===== src/rtl/armaria_regbank_pkg.sv =====
// Shared types for the ARMAria banked register bank: control op codes and mode FSM states.
package armaria_regbank_pkg;

   typedef enum logic [2:0] {
      OP_SP    = 3'd0,
      OP_ALU   = 3'd1,
      OP_MEM   = 3'd3,
      OP_ENTER = 3'd4,
      OP_EXIT  = 3'd5,
      OP_CPXR  = 3'd6
   } op_e;

   typedef enum logic [1:0] {
      USER     = 2'd0,
      ENTERING = 2'd1,
      KERNEL   = 2'd2,
      EXITING  = 2'd3
   } mode_e;

endpackage


===== src/rtl/regbank_mode_fsm.sv =====
// User/kernel mode sequencer: owns the mode state, registered busy/privileged and the
// combinational strobes that move stack pointers between the bank and the shadows.
//
// state    | meaning
// USER     | unprivileged, ops accepted
// ENTERING | switching in; kernel SP is loaded on leaving
// KERNEL   | privileged, ops accepted
// EXITING  | switching out; user SP is loaded on leaving
module regbank_mode_fsm
   import armaria_regbank_pkg::*;
(
   input  logic       clk_i,
   input  logic       rst_i,
   input  logic       op_valid_i,
   input  logic [2:0] control_i,
   output logic       busy_o,
   output logic       privileged_o,
   output logic       save_user_sp_o,
   output logic       load_kernel_sp_o,
   output logic       save_kernel_sp_o,
   output logic       load_user_sp_o,
   output logic       save_lr_o
);

   mode_e state_q;
   logic  busy_q;
   logic  privileged_q;
   logic  enter_req;
   logic  exit_req;

   assign enter_req = op_valid_i && (control_i == OP_ENTER);
   assign exit_req  = op_valid_i && (control_i == OP_EXIT);

   assign save_user_sp_o   = (state_q == USER) && enter_req;
   assign save_lr_o        = (state_q == USER) && enter_req;
   assign load_kernel_sp_o = (state_q == ENTERING);
   assign save_kernel_sp_o = (state_q == KERNEL) && exit_req;
   assign load_user_sp_o   = (state_q == EXITING);

   assign busy_o       = busy_q;
   assign privileged_o = privileged_q;

   // busy spans the transient state plus the first stable cycle, so that the
   // stall lifts only once the new-mode SP is visible on current_SP.
   always_ff @(posedge clk_i or posedge rst_i) begin
      if (rst_i) begin
         state_q      <= USER;
         busy_q       <= 1'b0;
         privileged_q <= 1'b0;
      end else begin
         case (state_q)
            USER: begin
               busy_q <= enter_req;
               if (enter_req) state_q <= ENTERING;
            end
            ENTERING: begin
               state_q      <= KERNEL;
               busy_q       <= 1'b1;
               privileged_q <= 1'b1;
            end
            KERNEL: begin
               busy_q <= exit_req;
               if (exit_req) state_q <= EXITING;
            end
            EXITING: begin
               state_q      <= USER;
               busy_q       <= 1'b1;
               privileged_q <= 1'b0;
            end
            default: begin
               state_q      <= USER;
               busy_q       <= 1'b0;
               privileged_q <= 1'b0;
            end
         endcase
      end
   end

endmodule


===== src/rtl/banked_reg_bank.sv =====
// Parametrised register bank with banked user/kernel stack pointers and registered read ports.
// Define REGBANK_BYPASS_EN to forward same-cycle writes to every read port.
module banked_reg_bank
   import armaria_regbank_pkg::*;
#(
   parameter int REGISTER_LENGTH = 32,
   parameter int NUM_REGS        = 16,
   parameter int PC_REGISTER     = 15,
   parameter int SP_REGISTER     = 14,
   parameter int LR_REGISTER     = 13,
   parameter int PC_RESET        = 1,
   parameter int DATA_AREA_START = 8192,
   parameter int USER_STACK      = 8191,
   parameter int KERNEL_STACK    = 6143,
   parameter int SPECREG_LENGTH  = 4
) (
   input  logic                          slow_clock_i,
   input  logic                          reset_i,
   input  logic                          enable_i,
   input  logic                          should_branch_i,
   input  logic [2:0]                    control_i,
   input  logic [$clog2(NUM_REGS)-1:0]   register_source_A_i,
   input  logic [$clog2(NUM_REGS)-1:0]   register_source_B_i,
   input  logic [$clog2(NUM_REGS)-1:0]   register_Dest_i,
   input  logic [REGISTER_LENGTH-1:0]    ALU_result_i,
   input  logic [REGISTER_LENGTH-1:0]    data_from_memory_i,
   input  logic [REGISTER_LENGTH-1:0]    new_SP_i,
   input  logic [REGISTER_LENGTH-1:0]    new_PC_i,
   input  logic [SPECREG_LENGTH-1:0]     special_register_i,
   output logic [REGISTER_LENGTH-1:0]    read_data_A_o,
   output logic [REGISTER_LENGTH-1:0]    read_data_B_o,
   output logic [REGISTER_LENGTH-1:0]    memory_output_o,
   output logic [REGISTER_LENGTH-1:0]    current_PC_o,
   output logic [REGISTER_LENGTH-1:0]    current_SP_o,
   output logic                          privileged_o,
   output logic                          busy_o
);

   localparam int RA = $clog2(NUM_REGS);
   localparam logic [RA-1:0] PC_IDX     = RA'(PC_REGISTER);
   localparam logic [RA-1:0] SP_IDX     = RA'(SP_REGISTER);
   localparam logic [RA-1:0] LR_IDX     = RA'(LR_REGISTER);
   localparam logic [RA:0]   NUM_REGS_W = (RA+1)'(NUM_REGS);

   logic [REGISTER_LENGTH-1:0] regs_q [NUM_REGS];
   logic [REGISTER_LENGTH-1:0] regs_d [NUM_REGS];
   logic [REGISTER_LENGTH-1:0] rd_src [NUM_REGS];
   logic [REGISTER_LENGTH-1:0] user_sp_q, user_sp_d;
   logic [REGISTER_LENGTH-1:0] kernel_sp_q, kernel_sp_d;
   logic [REGISTER_LENGTH-1:0] rd_a_q, rd_b_q, mem_out_q, cur_pc_q, cur_sp_q;
   logic [REGISTER_LENGTH-1:0] spec_ext;

   logic busy;
   logic accept;
   logic dest_ok, a_ok, b_ok;
   logic save_user_sp, load_kernel_sp, save_kernel_sp, load_user_sp, save_lr;
   op_e  op;

   assign accept   = enable_i && !busy;
   assign op       = op_e'(control_i);
   assign dest_ok  = {1'b0, register_Dest_i} < NUM_REGS_W;
   assign a_ok     = {1'b0, register_source_A_i} < NUM_REGS_W;
   assign b_ok     = {1'b0, register_source_B_i} < NUM_REGS_W;
   assign spec_ext = {{(REGISTER_LENGTH-SPECREG_LENGTH){1'b0}}, special_register_i};

   regbank_mode_fsm u_mode_fsm (
      .clk_i            (slow_clock_i),
      .rst_i            (reset_i),
      .op_valid_i       (accept),
      .control_i        (control_i),
      .busy_o           (busy),
      .privileged_o     (privileged_o),
      .save_user_sp_o   (save_user_sp),
      .load_kernel_sp_o (load_kernel_sp),
      .save_kernel_sp_o (save_kernel_sp),
      .load_user_sp_o   (load_user_sp),
      .save_lr_o        (save_lr)
   );

   assign busy_o = busy;

   always_comb begin
      regs_d      = regs_q;
      user_sp_d   = user_sp_q;
      kernel_sp_d = kernel_sp_q;
      if (load_kernel_sp) regs_d[SP_IDX] = kernel_sp_q;
      if (load_user_sp)   regs_d[SP_IDX] = user_sp_q;
      if (accept) begin
         regs_d[PC_IDX] = should_branch_i ? ALU_result_i : new_PC_i;
         case (op)
            OP_ALU: begin
               if (dest_ok && register_Dest_i != PC_IDX && register_Dest_i != SP_IDX)
                  regs_d[register_Dest_i] = ALU_result_i;
            end
            OP_MEM: begin
               if (dest_ok && register_Dest_i != PC_IDX && register_Dest_i != SP_IDX)
                  regs_d[register_Dest_i] = data_from_memory_i;
               regs_d[SP_IDX] = new_SP_i;
            end
            OP_ENTER, OP_EXIT: ;
            OP_CPXR: begin
               if (dest_ok && register_Dest_i != PC_IDX)
                  regs_d[register_Dest_i] = spec_ext;
            end
            default: regs_d[SP_IDX] = new_SP_i;
         endcase
         // LR captures the PC as it was before this edge's PC update.
         if (save_lr) regs_d[LR_IDX] = regs_q[PC_IDX];
      end
      if (save_user_sp)   user_sp_d   = regs_q[SP_IDX];
      if (save_kernel_sp) kernel_sp_d = regs_q[SP_IDX];
   end

`ifdef REGBANK_BYPASS_EN
   always_comb rd_src = regs_d;
`else
   always_comb rd_src = regs_q;
`endif

   always_ff @(posedge slow_clock_i or posedge reset_i) begin
      if (reset_i) begin
         for (int i = 0; i < NUM_REGS; i++) regs_q[i] <= '0;
         regs_q[0]      <= REGISTER_LENGTH'(DATA_AREA_START);
         regs_q[SP_IDX] <= REGISTER_LENGTH'(USER_STACK);
         regs_q[PC_IDX] <= REGISTER_LENGTH'(PC_RESET);
         user_sp_q      <= '0;
         kernel_sp_q    <= REGISTER_LENGTH'(KERNEL_STACK);
         rd_a_q         <= '0;
         rd_b_q         <= '0;
         mem_out_q      <= '0;
         cur_pc_q       <= REGISTER_LENGTH'(PC_RESET);
         cur_sp_q       <= REGISTER_LENGTH'(USER_STACK);
      end else begin
         regs_q      <= regs_d;
         user_sp_q   <= user_sp_d;
         kernel_sp_q <= kernel_sp_d;
         rd_a_q      <= a_ok ? rd_src[register_source_A_i] : '0;
         rd_b_q      <= b_ok ? rd_src[register_source_B_i] : '0;
         mem_out_q   <= dest_ok ? rd_src[register_Dest_i] : '0;
         cur_pc_q    <= rd_src[PC_IDX];
         cur_sp_q    <= rd_src[SP_IDX];
      end
   end

   assign read_data_A_o   = rd_a_q;
   assign read_data_B_o   = rd_b_q;
   assign memory_output_o = mem_out_q;
   assign current_PC_o    = cur_pc_q;
   assign current_SP_o    = cur_sp_q;

endmodule


===== config.mk =====
export PLATFORM = sky130hd
export DESIGN_NAME = banked_reg_bank
export DESIGN_NICKNAME = d
export VERILOG_FILES = /design/src/rtl/armaria_regbank_pkg.sv /design/src/rtl/regbank_mode_fsm.sv /design/src/rtl/banked_reg_bank.sv
export SDC_FILE = /design/constraint.sdc
export NUM_CORES = 2
export LEC_CHECK = 0
export BUFFER_PORTS_ARGS = -buffer_cell sky130_fd_sc_hd__clkbuf_2
export CORE_UTILIZATION = 38
export CTS_BUF_LIST = sky130_fd_sc_hd__clkbuf_8 sky130_fd_sc_hd__clkbuf_16
export DETAILED_ROUTE_END_ITERATION = 8
export GPL_TIMING_DRIVEN = 0
export PLACE_DENSITY_LB_ADDON = 0.05
export SLEW_MARGIN = 20
export SYNTH_ARGS = -nofsm -noshare
export SYNTH_HDL_FRONTEND = slang
export SYNTH_SLANG_ARGS = --single-unit

===== constraint.sdc =====
create_clock -name slow_clock_i -period 57.1 [get_ports slow_clock_i]
set_input_delay 0 -clock slow_clock_i [delete_from_list [all_inputs] [get_ports slow_clock_i]]
set_output_delay 0 -clock slow_clock_i [all_outputs]
set_load 0.02 [all_outputs]

After elaboration in Yosys (flattened, before gate mapping)
Cells that the tools add are included.
Storage, ports and cells
  word-level logic and storage cells: 98
  bits of input ports: 151
  flip-flop bits (word level): 740
Operators by class
  eq/ne operators: 18
  $lt $le $gt $ge: 4
  bitwise operators: 3
  reduce and logical (&&, ||, !) cells: 17
  muxes and demuxes: 30
Operators with widths (count)
  $bwmux 512: 3
  $mux 512: 3
  $pmux 448 s3: 1
  $bmux 32 s4: 3
  $mux 32: 11
  $pmux 32 s3: 2
  $demux 32 s4: 1
  $mux 64: 1
  $ge 5x5->1 const B: 3
  $not 4->5: 3
  $reduce_and 5->1: 2
  $eq 3x3->1 const B: 3
  $ne 3x3->1 const B: 3
  $ne 4x4->1 const B: 2
  $pmux 2 s4: 1
  $logic_and 1x1->1: 7
  $ne 2x2->1 const B: 3
  $lt 5x1->1 const B: 1
  $eq 2x2->1 const B: 2
  $mux 2: 2
  $ne 2x1->1 const B: 2
  $reduce_bool 4->1: 1
  $reduce_or 2->1: 2
  $eq 3x1->1 const B: 1
  9 further kinds: 9

Longest topological paths before layout
  depth after elaboration: 9
  gate-level depth with buffers: 8
  mapped depth without buffers: 6

Hierarchy
A second synthesis with hierarchy kept.
Second synthesis, totals
  cells, all modules: 2946
  area, all modules: 38924.8 sq um
By module, submodules not included
  banked_reg_bank: area each 38582.0 sq um, sequential area each 18469.0 sq um, times used 1, cells an instance 2907
  regbank_mode_fsm: area each 342.8 sq um, sequential area each 100.1 sq um, times used 1, cells an instance 39

Worst setup path before layout
Ideal clock, no wire load.
  path type: flip-flop to flip-flop
  start: reg u_mode_fsm.busy_q (netlist: u_mode_fsm.busy_o)
  end: reg regs_q, in the netlist rd_src[193]
  setup slack: 55.237 ns
  data arrival time: 1.727 ns
  setup time: 0.137 ns
  path buffers: 3
  cell stages (with the launch flop): 8
  period minus slack after synthesis: 1.863 ns
  required time: 56.963 ns
  path through: dfrtp_1 nor2b_1 buf_2 buf_2 nand4_4 clkbuf_1 nand2_1 o21ai_1
On the way
  longest elaborated chain between the ends: 3
RTL lines
  start, declared: RTL line regbank_mode_fsm.sv:26  | logic busy_q;
  start signal, assigned: RTL line regbank_mode_fsm.sv:53  | busy_q <= enter_req;
  start signal, assigned: RTL line regbank_mode_fsm.sv:62  | busy_q <= exit_req;
  $logic_not 1->1: RTL line banked_reg_bank.sv:59  | assign accept = enable_i && !busy;
  $logic_and 1x1->1: RTL line banked_reg_bank.sv:59
  $reduce_and 5->1 (no line)
  end signal, assigned by index: RTL line banked_reg_bank.sv:124  | regs_q[SP_IDX] <= REGISTER_LENGTH'(USER_STACK);
  end signal, assigned by index: RTL line banked_reg_bank.sv:125  | regs_q[PC_IDX] <= REGISTER_LENGTH'(PC_RESET);
  end signal, assigned: RTL line banked_reg_bank.sv:134  | regs_q <= regs_d;
  end, declared: RTL line banked_reg_bank.sv:45  | logic [REGISTER_LENGTH-1:0] regs_q [NUM_REGS];
Every way passes these cells.
A chain may end at the register's enable or synchronous reset.

Worst setup path in the final report
  start: reg u_mode_fsm.busy_q (netlist: u_mode_fsm.busy_o)
  end: reg u_mode_fsm.state_q[0]
On the way
  longest elaborated chain between the ends: 5
  elaborated cells on any way between the ends: 7
RTL lines
  $logic_not 1->1 *: RTL line banked_reg_bank.sv:59
  $logic_and 1x1->1 *: RTL line banked_reg_bank.sv:59
  $logic_and 1x1->1 (on tied branches): RTL line regbank_mode_fsm.sv:31, regbank_mode_fsm.sv:32
  $ne 2x1->1 (no line)
  $reduce_and 2->1 (no line) *
  end signal, assigned: RTL line regbank_mode_fsm.sv:47  | state_q <= USER;
  end signal, assigned: RTL line regbank_mode_fsm.sv:54  | if (enter_req) state_q <= ENTERING;
  end signal, assigned: RTL line regbank_mode_fsm.sv:57  | state_q <= KERNEL;
  end, declared: RTL line regbank_mode_fsm.sv:25  | mode_e state_q;
Mark *: on every way between the ends. The rest lies on a longest branch, timed or not.

==> reports/qor_table.md <==
| Item | This run | Unit |
|---|---|---|
| Clock slew at reported path FFs | 70 | ps |
| Final #Nets | 3744 | - |
| TritonCTS clock tree | done | - |
| Number of warnings reported in the yosys synthesis log | 0 | - |
| Residual overflow from global routing | 0 | - |
| Inserted Clock Buffers | 86 | - |
| Combinational family with the most area after synthesis | multiplexers | - |
| Arithmetic-cell share of the synthesized area counting full adders, half adders and majority gates | 0.1625 | % |
| Clock tree sinks | 740 | - |
| Setup Viol. Count Final | 0 | - |
| Routed wire length | 158300 | um |
| Status | complete, no violations | - |
| Setup_tns | 0 | ps |
| Finished Cell Area | 46970 | um^2 |
| Total standard cell area after synthesis | 38510 | um^2 |
| Post-layout total power | 0.001932 | W |
| Number of global-route vias before repair | 30970 | - |
| Worst supply voltage drop on vdd | 0.02301 | mV |
| Io pins | 313 | - |
| Most numerous cell in the Yosys netlist | dfrtp_1 | - |
| Share of cells above drive strength 1 | 31.86 | % |
| Clock Root Buffer | clkbuf_16 | - |
| Crit path time final | 3048 | ps |
| Sequential cell area fraction in the yosys report | 48.22 | % |
| Fraction of synthesized area in multiplexers | 30.88 | % |
| Number of antenna violations at the first check in global routing | 11 | - |
| Leakage dissipation | 20.27 | nW |
| Final number of max-transition violations | 0 | - |
| Count of distinct cell types in the synthesized netlist | 56 | - |
| H-tree Lvls | 3 | - |
| Max-cap violation count | 0 | - |
| Routed wire per std cell | 31.55 | um |
| Max-slew headroom | 15.21 | % |
| Clk buf depth | 3 | - |
| #FFs+latches synth | 740 | - |
| Worst reg2reg path depth | 9 | - |
| Post-detailed-placement cell area | 41980 | um^2 |
| DRC violation total after the first TritonRoute iteration | 3599 | - |
| Actual slew at the worst max-slew pin | 1272 | ps |
| Pwr Density | 41.13 | nW/um^2 |
| Worst Setup EP | u_mode_fsm.state_q[0]$_DFFE_PP0P_ | - |
| 1st-pass router iterations | 7 | - |
| Overall fraction of global-route tracks in use | 31.06 | % |
| Weighted congestion at the end of routability-driven global placement | 0.9261 | - |
| Basic-gate share of the synthesized area counting and, or, nand and nor cells | 7.785 | % |
| Unrepaired setup endpoints after global routing | false | - |
| Core footprint | 100300 | um^2 |
| Share of async-settable or async-resettable flops after synthesis | 100.0 | % |
| Leading area contributor after synthesis | dfrtp_1 | - |
| Source-to-sink clock delay at the later pin of the worst-skew pair | 690 | ps |
| Net count of the mapped netlist | 3143 | - |
| Classification of the worst-slack hold path | in -> reg | - |
| Startpoint type of the worst setup path | flop | - |
| Layout-stage area growth over the synthesis result | 21.97 | % |
| EDFF count, synth | 0 | - |
| CP required | 57710 | ps |
| Fmax achieved | 328.1 | MHz |
| Top fanout value on the critical path | 10 | - |
| Arr. time, crit path | 3650 | ps |
| Final worst path period share | 5.337 | % |
| Initial core utilization | 38.40 | % |
| Vias | 30540 | - |
| R2R setup slack | 54050 | ps |
| Ranking of synthesized cells by area | dfrtp_1, mux4_2, nand2_1, o21ai_1, dfstp_2 | - |
| Synth Area in XOR/XNOR | 0.07148 | % |
| Post-detailed-route via-to-cell ratio | 6.084 | - |
| Number of routed nets with antenna violations | 0 | - |
| Placement Rows | 116 | - |
| DRC Markers | 0 | - |
| Setup fix buffers added after clock tree synthesis | 0 | - |
| Syn_area_per_cell | 12.89 | um^2 |
| Complex-gate fraction of the synthesized area | 9.410 | % |
| Post-synth top area share | 45.43 | % |
| Fraction of the core area covered by cells at the end of the flow | 46.83 | % |
| Launch instance of the worst register-to-register path | u_mode_fsm.busy_o$_DFF_PP0_ | - |
| Dpl hpwl | 116700 | um |
| Pin count of the biggest net entering global routing | 92 | - |
| Endpoint kind of the worst setup timing path | flop | - |
| Post-Place Setup Slack | 54140 | ps |
| Gate Count Post-Synth | 2987 | - |
| Critical Path Start | u_mode_fsm.busy_o$_DFF_PP0_ | - |
| Worst reg2reg path endpoint | u_mode_fsm.state_q[0]$_DFFE_PP0P_ | - |
| List of most frequent post-synthesis cells | dfrtp_1, nand2_1, mux4_2 | - |
| Setup skew after layout | 29.47 | ps |
| Wire length of the first global-routing pass | 225900 | um |
| Final Hold Violating Endpoints | 0 | - |
| Vertical die dimension | 320.3 | um |
| Horiz. Die Dim | 320.3 | um |
| Setup Crit Path Kind | reg -> reg | - |
| Die ar. | 102600 | um^2 |
| Setup ws final | 54050 | ps |
| Top FF cell, synth | dfrtp_1 | - |
| IO Port Bufs | 302 | - |
flip-flops by register name, indices dropped and copies added, names as in the netlist, 2 cells and up:
register            cells
rd_src                512
current_PC_o           32
current_SP_o           32
kernel_sp_q            32
memory_output_o        32
read_data_A_o          32
read_data_B_o          32
user_sp_q              32
u_mode_fsm.state_q      2
logic make-up (layout without fill, tap and decap cells):
group	Yosys count	in the layout
and+or+nand+nor	705	705
other	0	5
DFF	740	740
muxes	583	583
xor gates and xnor gates	1	1
adders and majority gates	5	5
AOI/OAI and AO/OA	650	650
buffers and inverters	303	973
cells in the final DEF (no fill, tap or decap), types with 88 or more instances in the layout:
master         instances
clkbuf_2             309
nand2_1              569
mux4_2               480
o21ai_0              150
o21ai_1              316
buf_2                115
clkbuf_16             88
dlygate4sd3_1        201
clkbuf_1             138
dfrtp_1              699
cell type report:
type                            instances  area [um^2]
Antenna cell                            5        12.51
Buffer                                291         1297
Clock buffer                          102         2395
Clock inverter                         55        559.3
Fill cell                            9081        53320
Inverter                               12        52.55
Multi-Input combinational cell       1944        18600
Sequential cell                       740        18570
Tap cell                             1357         1698
Timing Repair Buffer                  513         3782
where the power goes:
part	switching (W)	internal [W]
clock	0.000241	0.000341
sequential	0.000135	0.000669
combinational	0.000305	0.000241
per-layer routing:
layer	global-route usage [%]	share of wire, %	wire length [um]	vias up
met5	0	0.013	20	-
met4	11.23	3.7	5910	4
met3	9.440	10	16430	333
met2	47.19	45	71120	1695
met1	42.12	41	64850	16040
li1	-	-	-	12460
worst min path at each step:
stage / endpoint / start / slack (ps) / depth (start not counted)
after global routing: rd_src[424]$_DFFE_PP0P_ / ALU_result_i[8] / 50 / 4
after CTS: rd_src[237]$_DFFE_PP0P_ / ALU_result_i[13] / 0.7 / 4
final: rd_src[360]$_DFFE_PP0P_ / ALU_result_i[8] / 40 / 4
after floorplan: rd_src[36]$_DFF_PP1_ / new_SP_i[4] / 110 / 2
after global placement: rd_src[37]$_DFF_PP1_ / new_SP_i[5] / 210 / 3
after detailed placement: read_data_A_o[19]$_DFF_PP0_ / reset_i / 50 / 2
per-stage QoR:
| step | hold WS (ps) | cells |
|---|---|---|
| 3_5_place_dp | 46.84 | 4655 |
| 2_1_floorplan | 106.2 | 2987 |
| 5_1_grt | 49.02 | 5016 |
| 6_report | 43.83 | 5019 |
| 3_3_place_gp | 208.9 | 4646 |
| 4_1_cts | 0.7082 | 5013 |
repair_timing:
item / in CTS / in global routing
hold buffers: 201 / 0
resized for setup: 0 / 0
endpoints found under the hold margin: 512 / 0
worst max-delay path, cell delays in order (launching register included):
cell	delay (ps)
dfrtp_1	390
nor2b_1	140
buf_2	280
buf_2	480
nand3_1	130
dlygate4sd3_1	590
a22oi_1	230
nor2_1	70
nor2_1	120
dlygate4sd3_1	560
No activity file was read; power rests on OpenSTA's default activity.
